==> src/rtl/pc_fetch_unit.sv <==
// Instruction fetch front end: one outstanding imem request, a single-entry
// fetch buffer toward decode, and redirect/misalignment handling.
module pc_fetch_unit #(
    parameter logic [31:0] RESET_PC = 32'h0000_0000
) (
    input  logic        clk,
    input  logic        rst_n,
    input  logic [31:0] pc_next,
    input  logic        redirect,
    output logic [31:0] pc_plus4,
    output logic        imem_req_valid,
    output logic [31:0] imem_req_addr,
    input  logic        imem_req_ready,
    input  logic        imem_rsp_valid,
    input  logic [31:0] imem_rsp_data,
    output logic        if_valid,
    output logic [31:0] if_pc,
    output logic [31:0] if_instr,
    output logic [31:0] if_pc_plus4,
    input  logic        id_ready,
    output logic        misalign_err
);
    localparam logic [2:0] S_ISSUE = 3'd0;
    localparam logic [2:0] S_WAIT  = 3'd1;
    localparam logic [2:0] S_HOLD  = 3'd2;
    localparam logic [2:0] S_DRAIN = 3'd3;
    localparam logic [2:0] S_ERR   = 3'd4;

    logic [2:0]  state;
    logic [31:0] pc;
    logic        aligned;
    logic        req_fire;

    assign pc_plus4       = pc + 32'd4;
    assign aligned        = (pc[1:0] == 2'b00);
    // Gated by rst_n so no request escapes while reset is held low.
    assign imem_req_valid = rst_n && (state == S_ISSUE) && aligned;
    assign imem_req_addr  = pc;
    assign req_fire       = imem_req_valid && imem_req_ready;
    assign misalign_err   = (state == S_ERR);

    always_ff @(posedge clk or negedge rst_n) begin
        if (!rst_n) begin
            state       <= S_ISSUE;
            pc          <= RESET_PC;
            if_valid    <= 1'b0;
            if_pc       <= 32'h0;
            if_instr    <= 32'h0;
            if_pc_plus4 <= 32'h0;
        end else begin
            case (state)
                S_ISSUE: begin
                    if (!aligned) begin
                        if (redirect) pc    <= pc_next;
                        else          state <= S_ERR;
                    end else begin
                        if (redirect) pc <= pc_next;
                        // An accepted request under redirect still owes a response.
                        if (req_fire) state <= redirect ? S_DRAIN : S_WAIT;
                    end
                end
                S_WAIT: begin
                    if (redirect) begin
                        pc    <= pc_next;
                        state <= imem_rsp_valid ? S_ISSUE : S_DRAIN;
                    end else if (imem_rsp_valid) begin
                        if_pc       <= pc;
                        if_instr    <= imem_rsp_data;
                        if_pc_plus4 <= pc_plus4;
                        if_valid    <= 1'b1;
                        state       <= S_HOLD;
                    end
                end
                S_HOLD: begin
                    if (redirect || id_ready) begin
                        pc       <= pc_next;
                        if_valid <= 1'b0;
                        state    <= S_ISSUE;
                    end
                end
                S_DRAIN: begin
                    if (redirect)       pc    <= pc_next;
                    if (imem_rsp_valid) state <= S_ISSUE;
                end
                S_ERR: begin
                    if (redirect && (pc_next[1:0] == 2'b00)) begin
                        pc    <= pc_next;
                        state <= S_ISSUE;
                    end
                end
                default: state <= S_ISSUE;
            endcase
        end
    end
endmodule

==> config.mk <==
export PLATFORM = sky130hd
export DESIGN_NAME = pc_fetch_unit
export DESIGN_NICKNAME = d
export VERILOG_FILES = /design/src/rtl/pc_fetch_unit.sv
export SDC_FILE = /design/constraint.sdc
export NUM_CORES = 1
export LEC_CHECK = 0
export ABC_AREA = 1
export CORE_MARGIN = 1.5
export CORE_UTILIZATION = 44
export DETAILED_ROUTE_END_ITERATION = 8
export MAX_ROUTING_LAYER = met4
export PLACE_DENSITY = 0.8
export SLEW_MARGIN = 10
export SYNTH_ARGS = -nofsm -noshare
export SYNTH_HDL_FRONTEND = slang
export SYNTH_SLANG_ARGS = --single-unit
==> constraint.sdc <==
create_clock -name clk -period 2.4 [get_ports clk]
set_input_delay 0.72 -clock clk [delete_from_list [all_inputs] [get_ports clk]]
set_output_delay 0.72 -clock clk [all_outputs]
set_load 0.02 [all_outputs]
Word level (Yosys, flattened, before mapping)
Index checks and enable logic that the tools add are counted.
W data, S select, Z words.
{"block": "classes", "addsub": 1, "n_eq_ne": 13, "mux": 19, "n_bitwise": 1, "n_reduce_logical": 15}
{"operator": "$mux W32", "n": 3}
{"operator": "$pmux W32 S3", "n": 1}
{"operator": "$add A32 B3 Y32 const B", "n": 1}
{"operator": "$mux W3", "n": 8}
{"operator": "$pmux W3 S5", "n": 1}
{"operator": "$ne A3 B3 Y1 const B", "n": 3}
{"operator": "$ne A2 B2 Y1 const B", "n": 4}
{"operator": "$reduce_and A4 Y1", "n": 2}
{"operator": "$eq A3 B2 Y1 const B", "n": 2}
{"operator": "$reduce_and A6 Y1", "n": 1}
{"operator": "$logic_and A1 B1 Y1", "n": 4}
{"operator": "$logic_not A2 Y1", "n": 2}
{"operator": "$mux W2", "n": 2}
{"operator": "$ne A2 B1 Y1 const B", "n": 2}
{"operator": "$eq A3 B1 Y1 const B", "n": 1}
{"operator": "$eq A3 B3 Y1 const B", "n": 1}
{"operator": "$logic_not A3 Y1", "n": 1}
{"operator": "$mux W1", "n": 3}
{"operator": "$reduce_and A3 Y1", "n": 1}
{"operator": "$reduce_bool A3 Y1", "n": 1}
{"operator": "$reduce_or A3 Y1", "n": 1}
{"operator": "$pmux W1 S2", "n": 1}
{"operator": "$reduce_bool A2 Y1", "n": 1}
{"operator": "$logic_or A1 B1 Y1", "n": 1}
{"operator": "$not A1 Y1", "n": 1}
{"block": "word_totals", "register_bits": 132, "input_bits": 70, "output_inout_bits": 163, "word_cells": 55}

Longest topological paths before layout
Gate-level depths: netlist of run 1.
{"block": "logic_depth", "depth_word": 7, "depth_mapped": 10, "ltp_nobuf": 10}

Worst setup path after synthesis of run 1
OpenSTA, ideal clock, no wires.
{"block": "synth_timing", "path_kind": "register to output", "from": "reg pc[3], in the netlist imem_req_addr[3]", "to": "out pc_plus4[18]", "arrival_time_ns": 1.560, "required_time_ns": 1.680, "setup_slack_ns": 0.120, "stages_incl_launch_ff": 7, "n_path_buf": 0, "path_cell_list": "dfrtp_1 -> ha_1 -> nand2_1 -> nor2_2 -> nand2_2 -> nor2_2 -> xor2_1"}
{"block": "synth_between", "elab_chain_len": 1}
{"element": "start, declared", "line": "30", "rtl": "logic [31:0] pc;"}
{"element": "start signal, assigned", "line": "54", "rtl": "if (redirect) pc <= pc_next;"}
{"element": "start signal, assigned", "line": "57", "rtl": "if (redirect) pc <= pc_next;"}
{"element": "start signal, assigned", "line": "64", "rtl": "pc <= pc_next;"}
{"element": "$add A32 B3 Y32", "line": "34", "rtl": "assign pc_plus4 = pc + 32'd4;"}
{"element": "end, declared", "line": "10", "rtl": "output logic [31:0] pc_plus4,"}
Every way passes these cells.

Worst setup path in the final report of run 1
{"block": "layout_timing", "from": "reg pc[2], in the netlist imem_req_addr[2]", "to": "out pc_plus4[12]"}
The elaborated chain is that of the path after synthesis.

==> results of run 1 <==
## cells by family (layout without fill, tap and decap cells)
family | after synthesis | count (layout) | share of synthesized area, %
AO/OA/AOI/OAI | 62 | 62 | 5.40
XOR/XNOR | 14 | 14 | 2.39
adder cells (fa/ha/maj) | 1 | 1 | 0.206
buffers and inverters | 105 | 412 | 8.12
flip-flops | 130 | 130 | 53.6
AND/OR/NAND/NOR | 447 | 447 | 30.3
## critical path, delay by kind of cell (launching register included)
| kind | cells | cell delay (ns) |
|---|---|---|
| xor gates and xnor gates | 1 | 0.21 |
| adders and majority gates | 1 | 0.18 |
| buffers and inverters | 2 | 0.28 |
| DFF | 1 | 0.41 |
| and+or+nand+nor | 3 | 0.39 |
## repair_timing
action,in CTS,in global routing
endpoints found under the setup margin,32,31
buffers inserted,11,7
resized for setup,227,44
pin swaps,26,23
gates cloned,0,0
## cells in the final DEF (no fill, tap or decap), types with 2 or more instances in the layout
| cell | synthesis | routed |
|---|---|---|
| nand2_1 | 360 | 332 |
| clkdlybuf4s50_1 | 0 | 194 |
| dfrtp_1 | 130 | 127 |
| buf_4 | 13 | 70 |
| inv_1 | 72 | 69 |
| o21ai_1 | 30 | 32 |
| buf_6 | 5 | 28 |
| nand2_2 | 2 | 27 |
| nor2_1 | 41 | 23 |
| o21ai_0 | 25 | 22 |
| nand3_1 | 20 | 18 |
| clkbuf_16 | 0 | 17 |
| nor2_4 | 2 | 14 |
| nor2_2 | 7 | 13 |
| xor2_4 | 0 | 6 |
| buf_12 | 0 | 6 |
| nand2_4 | 2 | 4 |
| nand3b_1 | 4 | 4 |
| xor2_1 | 11 | 4 |
| xor2_2 | 3 | 4 |
| clkinv_2 | 0 | 4 |
| dlymetal6s2s_1 | 0 | 4 |
| dlygate4sd2_1 | 0 | 4 |
| inv_2 | 3 | 3 |
| o21ai_2 | 2 | 3 |
| clkbuf_1 | 2 | 3 |
| clkbuf_8 | 0 | 3 |
| bufinv_16 | 0 | 3 |
| dfrtp_2 | 0 | 3 |
| nor2_8 | 2 | 2 |
| nand3_2 | 0 | 2 |
| inv_4 | 0 | 2 |
| and2_4 | 0 | 2 |
| nor3_2 | 2 | 2 |
## per-stage QoR
step	util, %	TNS (ns)	cell area [µm²]	cells	setup slack (ns)
after floorplan	-	0	6070	759	0.120
after global placement	66.9	-3.48	8930	1196	-0.252
after detailed placement	66.9	-4.28	8930	1196	-0.276
after CTS	73.7	-2.94	9830	1235	-0.206
after global routing	75.2	-5.06	10000	1242	-0.291
final	75.2	-2.98	10000	1242	-0.212
## layer usage
metal / track usage, % / wire length, µm / vias to the layer above
met5: - / 0 / -
met4: 11.8 / 556 / 0
met3: 4.95 / 1090 / 48
met2: 44.7 / 9610 / 241
met1: 34.3 / 7850 / 2807
li1: - / - / 2893
## power breakdown
| group | total, mW | internal [mW] | switching [mW] |
|---|---|---|---|
| clock | 2.58 | 1.69 | 0.883 |
| sequential | 3.96 | 3.23 | 0.731 |
| combinational | 8.40 | 3.85 | 4.56 |
## worst max path at each step
stage,start,to,cells past startpoint
2_1_floorplan,imem_req_addr[3]$_DFFE_PN0P_,pc_plus4[18],6
3_3_place_gp,imem_req_addr[2]$_DFFE_PN0P_,pc_plus4[28],8
3_5_place_dp,imem_req_addr[2]$_DFFE_PN0P_,pc_plus4[20],7
4_1_cts,imem_req_addr[3]$_DFFE_PN0P_,pc_plus4[20],7
5_1_grt,imem_req_addr[2]$_DFFE_PN0P_,pc_plus4[20],8
6_report,imem_req_addr[2]$_DFFE_PN0P_,pc_plus4[12],7
## state kept, by name (all words and copies together), names as in the netlist
name           cells
if_pc             32
state              3
imem_req_addr     32
if_valid           1
if_pc_plus4       30
if_instr          32
## Yosys cell counts (all sizes together), types with 2 or more instances
library cell  instances
inv                  75
clkbuf                2
o21ai                57
nor2                 52
nand2               364
xor2                 14
and2                  2
nand3                21
buf                  28
nand3b                4
nor3                  3
dfrtp               130
## layout make-up
type,instances,share of cell area (%)
clock buffer,23,4.76
clock inverter,6,1.05
inverter,75,2.87
multi-input combinational,524,26.8
sequential,130,32.4
tap,176,2.19
timing repair buffer,308,29.9
==> metrics, run 1 <==
die height=120 µm; Worst path slowest cell=dfrtp_1; top cells by area, synth=dfrtp_1 (54%), nand2_1 (22%), inv_1 (4.5%), nor2_1 (2.5%), o21ai_1 (2.5%); worst slew pin tran=0.807 ns; grt total ovfl=0; leakage power=between 4 and 5 nW; dpl hpwl=13.4 mm; CP startpoint kind=register; Final Max Tran Viols=0; hold_ws=0.465 ns; Hold WC Path Type=reg -> reg; syn_nets=830; worst r2r path cells=7; f_max=about 0.38 GHz; Worst Path Max Fanout=3; HP Start=if_pc[4]$_DFFE_PN0P_; Via Count=~6,000; Die X=120 µm; first-pass GRT wire length=30.0 mm; boundary pin count=233; post-layout minimum cycle time=roughly 2.6 ns; max incr delay on CP=slightly above 0.4 ns; deepest clock path buffer count=2; clock transition at the registers of the reported paths=approximately 0.050 ns; Worst EP arrival=1.89 ns; status=finished, violations left; post-synthesis cell area=6070 µm²; H-Tree Level Count=4; CTS root buffer=clkbuf_16; Total GRT Usage=about 28%; VDD IR max=810 µV; Routed WL per cell=approximately 15 µm; Hold Vio Cnt, Final=0; hold path depth=2; mean cell area of the mapped netlist=between 7 and 8 µm²; Post-Route WL=19.1 mm; # setup viols final=24; WHS Endpoint=if_pc[4]$_DFFE_PN0P_; First-pass DRT Iterations=5; pin count of the biggest net entering global routing=131; number of synthesized flops with an enable pin=0; Area Growth Syn to Fin=65.4%; CP required=1.68 ns; CORE AREA=about 13,000 µm²; Initial Utilization=45.5%; worst clock skew=0.00768 ns; DRC viols=0; number of antenna violations at the first check in global routing=0; FF+latch area=3260 µm²; number of vias per cell=just under 5; TritonCTS Buffers=17; CTS Hold Bufs=0; Crit Reg-Reg Endpoint=if_pc[9]$_DFFE_PN0P_; fin crit share=109%; critical path class=reg -> out; pwr/cell area=1490 nW/µm²; RSZ-0062 raised after global routing=yes; Yosys top cell by area=dfrtp_1; IO Port Bufs=232; setup slack, reg-to-reg=0.70 ns; Worst setup EP type=output port; Fill cells=989; Post-synth top flop=dfrtp_1; Async SR Flop Fraction=100%; slew margin rel.=46.2%; DIE AREA=roughly 15,000 µm²; Critical R2R Launch=state[1]$_DFFE_PN0P_; post-route worst setup slack=-0.212 ns; Yosys reg bits=130; FP Rows=42; count of different cell masters after synthesis=32; clock sink count=130; CTS tree=yes; vias in the first global route=roughly 5,800; clk_lat worst skew=0.41 ns; synthesized instance count=759; fin nets=1,127; maxcap violations=0; 1st-iter DRT viols=470; GP Congestion=0.942; layout cells sized above 1=21.0%; multi-input logic area=about 2700 µm²; failing checks=setup timing; CP Cell Sequence=ha_4 -> nand2_4 -> nor2_4 -> nand3b_1 -> xor2_1 -> buf_4 -> buf_6; antenna-violating nets left=0; Tot Pwr=around 15 mW; n_diodes=0; Synth top area share=53.6%; share of the yosys chip area belonging to registers=between 50 and 60%; Yosys warnings=0
Power figures use the tool's default switching activity.
==> run 2: changes to the inputs <==
Settings changed: CORE_MARGIN 1.5 to 2, REMOVE_ABC_BUFFERS from default to 1, TNS_END_PERCENT from default to 100.
==> run 2 against run 1 <==
Net effect: the flow still finishes with violations (setup timing); die area increased by 1.7%; combinational power up 4.3%; core utilization increased by 3.3 points; first-iteration DRC count down 3.2%; critical path type unchanged; largest power group unchanged; highest routed layer unchanged.
==> metrics, run 2 (synthesized netlist as in run 1, its figures left out) <==
status=finished, violations left; failing checks=setup timing; clock sink count=130; CTS tree=yes; CP required=roughly 1.7 ns; commonest non-fill, non-tap cells in the layout=nand2_1 (336), clkdlybuf4s50_1 (193), dfrtp_1 (129); Tot Pwr=between 15 and 20 mW; final instance area=approximately 10,000 µm²; maxcap violations=0; grt total ovfl=0; CORE AREA=13,300 µm²; H-Tree Level Count=4; number of antenna violations at the first check in global routing=0; worst clock skew=~0.0054 ns; TritonCTS Buffers=17; hold_ws=0.373 ns; RSZ-0062 raised after global routing=yes; Die X=121 µm; busiest grt layer=met2; First-pass DRT Iterations=8; n_diodes=0; commonest non-fill, non-tap cell in the layout=nand2_1; met2 usage=45.9%; placed inst area=9020 µm²; Worst setup EP type=output port; post-route worst setup slack=-0.295 ns; deepest clock path buffer count=2; fin crit share=112%; CP startpoint kind=register; FP Rows=42; pin count of the biggest net entering global routing=104; post-layout minimum cycle time=2.69 ns; pwr/cell area=1480 nW/µm²; Area Growth Syn to Fin=72.5%; met3 GRT Util=under 10%; clock transition at the registers of the reported paths=0.06 ns; CTS root buffer=clkbuf_16; boundary pin count=between 200 and 250; clk_lat worst skew=slightly above 0.4 ns; dpl cells=approximately 1,200; Final Max Tran Viols=0; critical path class=reg -> out; antenna-violating nets left=0; Via Count=6,262; Fill cells=878; first-pass GRT wire length=between 30 and 40 mm; Total GRT Usage=27.7%; dpl ws=-0.224 ns; final core occ=about four fifths; Worst Path Max Fanout=3; Initial Utilization=45.5%; vias in the first global route=5,986; Routed WL per cell=16.1 µm; worst r2r path cells=10; Fin Setup TNS=-5.78 ns; GP Congestion=0.905; # setup viols final=28; f_max=0.371 GHz; DIE AREA=approximately 15,000 µm²; 1st-iter DRT viols=455; final std cells w/o fill=around 1,300; Hold Vio Cnt, Final=0; number of vias per cell=4.93; Hold WC Path Type=in -> async; slew margin rel.=approximately three fifths; met1 usage=between 30% and 40%; dpl hpwl=around 13 mm; Worst EP arrival=1.97 ns; fin nets=around 1,200; leakage power=between 5 and 6 nW; layout cells sized above 1=22.9%; DRC viols=0; worst slew pin tran=0.612 ns; VDD IR max=between 1000 and 1500 µV; IO Port Bufs=between 200 and 250; die height=121 µm; Post-Route WL=around 21 mm
-- run 2: cell count changes in the layout (fill, tap and decap cells not counted), moves of 3 or more --
cell	before	now
nand2_1	332	336
buf_6	28	47
nand2_2	27	23
nor2_2	13	9
buf_12	6	13
nor2_1	23	27
xor2_2	4	7
clkbuf_8	3	6
xor2_1	4	0
clkinvlp_4	0	3
-- run 2: final cells by class --
type	count	area (µm²)	area share (%)
Timing Repair Buffer	334	3360	32.1
Sequential cell	130	3250	31.1
Multi-Input combinational cell	524	2720	25.9
Clock buffer	24	512	4.89
Inverter	75	289	2.76
Tap cell	176	220	2.10
Clock inverter	8	123	1.17
-- run 2: where the power goes --
part	switching, mW	total (mW)	internal (mW)
clock network	0.949	2.75	1.80
registers	0.723	3.95	3.22
logic	4.71	8.76	4.06
-- run 2: per-layer routing --
layer	share of wire, %	wire length, µm
met1	40	8240
met2	50	10200
met3	7.2	1470
met4	3.0	621
met5	0	0
-- run 2: path summary, 6_finish.rpt --
| kind | startpoint | end | slack, ns |
|---|---|---|---|
| setup / recovery | imem_req_addr[9]$_DFFE_PN0P_ | pc_plus4[20] | -0.29 |
| hold / removal | rst_n | imem_req_addr[27]$_DFFE_PN0P_ | 0.37 |
| setup reg to reg | imem_req_addr[9]$_DFFE_PN0P_ | if_pc_plus4[11]$_DFFE_PN0P_ | 0.54 |
| hold reg to reg | if_instr[14]$_DFFE_PN0P_ | if_instr[14]$_DFFE_PN0P_ | 0.47 |
| max in group asynchronous | rst_n | imem_req_addr[4]$_DFFE_PN0P_ | 1.07 |
| min in group clk | if_instr[14]$_DFFE_PN0P_ | if_instr[14]$_DFFE_PN0P_ | 0.47 |
-- run 2: worst max-delay path: stages, from the launching register on --
cell      delay, ns
dfrtp_1        0.38
buf_4          0.14
nand2_1        0.12
nor2_4         0.19
nand3b_1       0.16
buf_6          0.16
nor2_2         0.06
nand2_1        0.07
and2_4         0.16
buf_6          0.13
-- run 2: what timing repair did --
item                                    CTS  global route
resized for setup                       235            50
pin swaps                                28            24
endpoints found under the setup margin   32            32
setup buffers                            24            16
hold buffers                              0             0
==> run 3: changes to the inputs <==
Settings changed: PLACE_DENSITY 0.8 to 0.84.
==> run 3 against run 2 <==
Net effect: the run still ends with setup timing left; non-clock buffer count fell by 26; sequential share of layout area rose by 1.6 points; final area decreased by 5.0%; power fell by 5.2%; worst hold slack better by 0.091 ns; critical path depth is the same; global-route usage is 1.2 points lower; sequential power about the same; final cell count down 2.2%; fmax increased by 1.8%.
==> metrics, run 3 (synthesized netlist as in run 1, its figures left out) <==
worst r2r path cells=9; worst slew pin tran=0.698 ns; Area Growth Syn to Fin=64.0%; First-pass DRT Iterations=5; Hold Vio Cnt, Final=0; die height=121 µm; antenna-violating nets left=0; fin crit share=110%; CP required=1.68 ns; deepest clock path buffer count=2; top layer in use=met4; Crit. Startpoint=imem_req_addr[3]$_DFFE_PN0P_; commonest non-fill, non-tap cells in the layout=nand2_1 (340), clkdlybuf4s50_1 (196), dfrtp_1 (130); critical path class=reg -> out; commonest non-fill, non-tap cell in the layout=nand2_1; clock sink count=130; Final Max Tran Viols=0; vias in the first global route=5,802; IO Port Bufs=between 200 and 250; CORE AREA=13,300 µm²; layout cells sized above 1=between 10% and 20%; clk_lat worst skew=0.42 ns; Critical R2R Launch=state[1]$_DFFE_PN0P_; # setup viols final=27; post-route worst setup slack=-0.248 ns; Initial Utilization=45.5%; pin count of the biggest net entering global routing=about 130; CTS Hold Bufs=0; Hold WC Path Type=in -> async; multi-input logic area=2630 µm²; GP Congestion=0.864; Post-Route WL=19.2 mm; 1st-iter DRT viols=440; metal2 WL=9.64 mm; dpl cells=1,198; failing checks=setup timing; n_diodes=0; Worst setup EP type=output port; met3 WL=1.39 mm; leakage power=4.96 nW; FP Rows=42; number of vias per cell=4.81; DRC viols=0; fin nets=1,127; post-layout minimum cycle time=2.65 ns; slew margin rel.=53.5%; Worst EP arrival=1.93 ns; final std cells w/o fill=1,243; H-Tree Level Count=4; CTS tree=yes; hold_ws=0.464 ns; CP startpoint kind=register; clock transition at the registers of the reported paths=~0.050 ns; grt total ovfl=0; status=finished, violations left; boundary pin count=between 200 and 250; TritonCTS Buffers=17; Crit Reg-Reg Endpoint=if_pc[6]$_DFFE_PN0P_; RSZ-0062 raised after global routing=yes; worst clock skew=0.00748 ns; Met1 Routed Length=7.74 mm; maxcap violations=0; FF+latch area=~3300 µm²; Routed WL per cell=between 15 and 20 µm; Die X=121 µm; dpl hpwl=13.2 mm; DIE AREA=14,800 µm²; number of antenna violations at the first check in global routing=0; Fill cells=947; first-pass GRT wire length=29.3 mm; Total GRT Usage=26.6%; VDD IR max=1050 µV; CTS root buffer=clkbuf_16; setup slack, reg-to-reg=0.65 ns; pwr/cell area=1470 nW/µm²; Worst Path Max Fanout=3; f_max=0.378 GHz; Via Count=~6,000
-- run 3: layout make-up --
type | count | area share (%)
inverter | 75 | 2.88
timing repair buffer | 308 | 30.3
sequential | 130 | 32.7
clock inverter | 6 | 0.553
tap | 176 | 2.21
clock buffer | 24 | 4.94
multi-input combinational | 524 | 26.4
-- run 3: worst max-delay path by stage --
stage	slack, ns	end
3_3_place_gp	-0.21	pc_plus4[18]
5_1_grt	-0.35	pc_plus4[30]
6_report	-0.25	pc_plus4[30]
2_1_floorplan	-2.29	if_pc[10]$_DFFE_PN0P_
4_1_cts	-0.19	pc_plus4[20]
3_5_place_dp	-0.26	pc_plus4[18]
-- run 3: routing by layer --
metal | up-vias | global-route usage [%]
met4 | 0 | 9.34
met5 | - | -
met1 | 2815 | 32.4
met3 | 36 | 5.83
li1 | 2894 | -
met2 | 231 | 43.8
-- run 3: worst max-delay path, stage by stage (launching register included) --
cell,delay [ns]
dfrtp_1,0.34
buf_4,0.12
ha_4,0.14
nand3_1,0.14
buf_4,0.20
nor2_2,0.14
nand2_1,0.09
nand2_1,0.07
nand2_1,0.09
buf_4,0.17
-- run 3: where the power goes --
| group | internal, mW | leakage (nW) | total, mW | switching, mW |
|---|---|---|---|---|
| Sequential | 3.22 | 1.66 | 3.93 | 0.705 |
| Combinational | 3.78 | 3.03 | 8.30 | 4.51 |
| Clock | 1.51 | 0.275 | 2.42 | 0.909 |
| Total | 8.52 | 4.96 | 14.6 | 6.13 |
-- run 3: through the flow --
| step | power [mW] | utilization (%) | area, µm² | setup slack [ns] | TNS, ns |
|---|---|---|---|---|---|
| CTS | 14.3 | 72.4 | 9660 | -0.191 | -2.68 |
| floorplan | 7.56 | - | 5860 | -2.29 | -207.65 |
| detailed placement | 11.7 | 67.3 | 8980 | -0.258 | -3.77 |
| finish | 14.6 | 74.6 | 9950 | -0.248 | -3.64 |
| global route | 15.5 | 74.6 | 9950 | -0.352 | -6.24 |
| global placement | 11.6 | 67.3 | 8980 | -0.214 | -3.09 |
-- run 3: repair_timing --
item                                    4_1_cts  5_1_grt
endpoints found under the setup margin       32       30
gates resized for setup                     190       49
cloned                                        0        0
pin swaps                                    14       13
buffers inserted                              3       12
